### src/rtl/conway_life_grid.sv
// conway_life_grid
//   Conway's Game of Life engine over a ROWS x COLS cell array. Each clock
//   edge either loads a new board from 'data' or advances the board by one
//   generation, with every cell updated in parallel from the registered
//   board 'q'.
//
//   Cell (r,c) is bit r*COLS+c: row 0 in the LSBs, column 0 the LSB of a row.
//
//   Build option:
//     LIFE_TORUS_EN  defined     -> neighbour rows/cols wrap (toroidal grid)
//                    not defined -> off-grid neighbours read as dead
//
// Parameters:
//   ROWS   number of rows    (>= 3)
//   COLS   number of columns (>= 3)
//
// Ports:
//   clk    rising-edge clock
//   rst_n  asynchronous active-low reset, clears the board
//   load   when high, the board is replaced by 'data' at the next edge
//   data   board to load (ROWS*COLS bits)
//   q      current board (registered), 1 = alive

module conway_life_grid #(
    parameter int ROWS = 16,
    parameter int COLS = 16
) (
    input  logic                 clk,
    input  logic                 rst_n,
    input  logic                 load,
    input  logic [ROWS*COLS-1:0] data,
    output logic [ROWS*COLS-1:0] q
);

    logic [ROWS*COLS-1:0] next_gen;

    for (genvar r = 0; r < ROWS; r++) begin : g_row
        for (genvar c = 0; c < COLS; c++) begin : g_col
            // Wrapped neighbour coordinates. In the flat build they are only
            // used as in-range indices; the valid flags below zero them out.
            localparam int RU = (r + ROWS - 1) % ROWS;
            localparam int RD = (r + 1) % ROWS;
            localparam int CL = (c + COLS - 1) % COLS;
            localparam int CR = (c + 1) % COLS;
            localparam int ME = r * COLS + c;

            logic [7:0] nb;
            logic [3:0] cnt;

`ifdef LIFE_TORUS_EN
            assign nb = {q[RU*COLS+CL], q[RU*COLS+c], q[RU*COLS+CR],
                         q[r*COLS+CL],                q[r*COLS+CR],
                         q[RD*COLS+CL], q[RD*COLS+c], q[RD*COLS+CR]};
`else
            localparam bit HU = (r > 0);
            localparam bit HD = (r < ROWS - 1);
            localparam bit HL = (c > 0);
            localparam bit HR = (c < COLS - 1);

            // Constant-false terms fold away, so no wrap paths exist here.
            assign nb = {(HU && HL) ? q[RU*COLS+CL] : 1'b0,
                         HU         ? q[RU*COLS+c]  : 1'b0,
                         (HU && HR) ? q[RU*COLS+CR] : 1'b0,
                         HL         ? q[r*COLS+CL]  : 1'b0,
                         HR         ? q[r*COLS+CR]  : 1'b0,
                         (HD && HL) ? q[RD*COLS+CL] : 1'b0,
                         HD         ? q[RD*COLS+c]  : 1'b0,
                         (HD && HR) ? q[RD*COLS+CR] : 1'b0};
`endif

            assign cnt = 4'(nb[0]) + 4'(nb[1]) + 4'(nb[2]) + 4'(nb[3])
                       + 4'(nb[4]) + 4'(nb[5]) + 4'(nb[6]) + 4'(nb[7]);

            // Birth on 3, survival on 2 (keeps current state), death otherwise.
            assign next_gen[ME] = (cnt == 4'd3) | ((cnt == 4'd2) & q[ME]);
        end
    end

    always_ff @(posedge clk or negedge rst_n) begin
        if (!rst_n) begin
            q <= '0;
        end else if (load) begin
            q <= data;
        end else begin
            q <= next_gen;
        end
    end

endmodule

### config.mk
export PLATFORM = sky130hd
export DESIGN_NAME = conway_life_grid
export DESIGN_NICKNAME = d
export VERILOG_FILES = /design/src/rtl/conway_life_grid.sv
export SDC_FILE = /design/constraint.sdc
export NUM_CORES = 2
export LEC_CHECK = 0
export ABC_AREA = 1
export BUFFER_PORTS_ARGS = -buffer_cell sky130_fd_sc_hd__buf_2
export CAP_MARGIN = 30
export CORE_ASPECT_RATIO = 1.1
export CORE_MARGIN = 2
export CORE_UTILIZATION = 60
export CTS_CLUSTER_SIZE = 30
export DETAILED_ROUTE_END_ITERATION = 8
export GPL_ROUTABILITY_DRIVEN = 0
export GPL_TIMING_DRIVEN = 1
export PLACE_DENSITY = 0.84
export RECOVER_POWER = 50
export SKIP_LAST_GASP = 1
export SYNTH_ARGS = -nofsm -noshare
export SYNTH_HDL_FRONTEND = slang
export SYNTH_SLANG_ARGS = --single-unit
### constraint.sdc
create_clock -name clk -period 4.3 [get_ports clk]
set_input_delay 0.86 -clock clk [delete_from_list [all_inputs] [get_ports clk]]
set_output_delay 0.86 -clock clk [all_outputs]
set_load 0.02 [all_outputs]
==> results.sh <==
export IMPL_ios=515
export IMPL_clkLatencyLatePin_ps=600
export IMPL_syn_nets=8023
export IMPL_grt_max_degree=144
export IMPL_final_max_slew_viol_count=82
export IMPL_syn_area_per_cell_um2=7.946
export IMPL_rsz0062_at_grt="false"
export IMPL_top_register="q"
export IMPL_grt_usage=0.3116
export IMPL_crit_path_end_kind="flip-flop"
export IMPL_clockBufferDepth=3
export IMPL_register_area_mm2=0.006406
export IMPL_io_buffers=514
export IMPL_critPathMaxFanout=8
export IMPL_period_minus_slack_ps=3671
export IMPL_finalCritPeriodShare=0.8537
export IMPL_postCtsSetupBuffers=0
export IMPL_critPathArrivalTime_ps=4210
export IMPL_drcViolationCount=0
export IMPL_routed_wl_mm=127.2
export IMPL_synth_area_mm2=0.04937
export IMPL_ys_seq_area_frac=0.1298
export IMPL_cts_tree="built"
export IMPL_violations="max-capacitance violations, max-slew violations"
export IMPL_hold_path_class="in2reg"
export IMPL_multi_input_area_mm2=0.03616
export IMPL_skew_ps=31.46
export IMPL_maxCapViolCount=1
export IMPL_min_to="q[158]"
export IMPL_syn_inst=6213
export IMPL_path_class="reg2reg"
export IMPL_fin_ws_ps=629.0
export IMPL_cts_resized=0
export IMPL_largest_register_ffs=256
export IMPL_grt_pass1_wl_mm=209.5
export IMPL_avgViaCountPerCell=5.043
export IMPL_drt_pass1_iterations=8
export IMPL_ant_nets=0
export IMPL_path_clk_slew_ps=60
export IMPL_fp_row_count=110
export IMPL_place_detailed_hpwl_mm=101.8
export IMPL_synth_cell_type_count=15
export IMPL_yosys_warnings=0
export IMPL_fin_tns_setup_ps=0
export IMPL_cts_buffers=39
export IMPL_hold_viol_final=0
export IMPL_start_util=0.6049
export IMPL_ys_ff_latch=256
export IMPL_num_vias=39680
export IMPL_dr_first_iter_drc_count=2254
export IMPL_crit_reg2reg_launch="q[219]"
export IMPL_hold_ws_ps=455.7
export IMPL_fillers=6557
export IMPL_clockRootBuffer="clkbuf_16"
export IMPL_antenna_found_initial=22
export IMPL_timing_fmax_mhz=272.4
export IMPL_reg2regPathDepth=13
export IMPL_setup_violations=0
export IMPL_final_cell_mix="nand2_1 (1731), inv_1 (1722), fa_1 (900), nor2_1 (828), ha_1 (651)"
export IMPL_first_global_vias=42310
export IMPL_clkSinkCount=256
export IMPL_largest_registers="q: 256 flops"
export IMPL_core_mm2=0.08162
export IMPL_final_nets=8573
export IMPL_final_common_cell="nand2_1"
export IMPL_worstHoldStart="data[158]"
export IMPL_holdPathStages=3
export IMPL_drive_gt1_frac=0.07452
export IMPL_slew_headroom=-0.9203
export IMPL_dieArea_mm2=0.08459
export IMPL_hold_buffers=0
export IMPL_cts_htree_levels=2
export IMPL_status="finished with violations"
export IMPL_wl_per_cell_um=16.17
export IMPL_cp_data_required_time_ps=4840
export IMPL_syn_to_final_growth_pct=10.76
export IMPL_worst_r2r_endpoint="q[220]"
export IMPL_pre_cts_ws_ps=625.2
export IMPL_grt_overflow_total=0
export IMPL_worst_pin_slew_ps=2880
export IMPL_die_x_um=277.5
export IMPL_fp_dieH_um=304.8
export IMPL_start_kind="flip-flop"
export IMPL_reg2reg_slack_ps=630
==> worst max-delay path by stage <==
stage                     startpoint     end  depth (start not counted)  slack, ps
after CTS                     q[121]  q[122]                         14        610
after global placement        q[121]  q[122]                         14        690
after global routing          q[218]  q[234]                         13        450
after floorplan               q[209]  q[226]                         13        980
after detailed placement      q[121]  q[122]                         14        630
final                         q[219]  q[220]                         13        630
==> routing by layer <==
layer / track usage / vias to the layer above / share of wire
li1: - / 18820 / -
met5: 0 / - / 0.00056
met1: 0.3779 / 19210 / 0.38
met4: 0.1638 / 12 / 0.061
met2: 0.5288 / 1242 / 0.48
met3: 0.05887 / 401 / 0.071
==> cells in the mapped netlist <==
cell type / n / area share
ha_1: 651 / 0.16
buf_2: 40 / 0.0041
o211ai_1: 15 / 0.0023
inv_2: 1 / 0.000076
o21ai_0: 42 / 0.0043
fa_1: 900 / 0.36
nor3_1: 2 / 0.00020
buf_6: 3 / 0.00068
dfrtp_1: 256 / 0.13
nand3b_1: 7 / 0.0011
nor2_1: 828 / 0.063
nand2_1: 1731 / 0.13
buf_4: 13 / 0.0020
inv_1: 1722 / 0.13
a21oi_1: 2 / 0.00020
==> final cells by class <==
type,instances,area share
Antenna cell,15,0.0006865
Clock buffer,54,0.02130
Clock inverter,14,0.004142
Inverter,1723,0.1183
Multi-Input combinational cell,4178,0.6614
Sequential cell,256,0.1172
Tap cell,1064,0.02435
Timing Repair Buffer,565,0.05272
==> logic make-up (layout without fill, tap and decap cells) <==
family,Yosys count,after routing,share of synthesized area
buf+inv,1779,2356,0.1377
compound gates,59,59,0.006742
other cells,0,15,0
fa+ha+maj,1551,1551,0.5299
simple gates,2568,2568,0.1958
flops,256,256,0.1298
==> worst max-delay path: stages (launching register included) <==
cell and delay, ps:
dfrtp_1 400, inv_1 450, fa_1 540, fa_1 480, fa_1 530, inv_1 50, ha_1 210, fa_1 480
inv_1 40, nor2_1 70, nand2_1 70, nor2_1 140, nand2_1 80, nand2_1 60
==> stage by stage <==
step | utilization | cells | instance area (um^2)
floorplan | - | 6213 | 49370
global placement | 0.6545 | 7786 | 53420
detailed placement | 0.6545 | 7786 | 53420
CTS | 0.6716 | 7854 | 54810
global route | 0.6699 | 7868 | 54680
finish | 0.6700 | 7869 | 54680
Power is left out: the tool's default activity adds up to more than one toggle a clock period on the data nets, which glitch-free logic cannot reach.
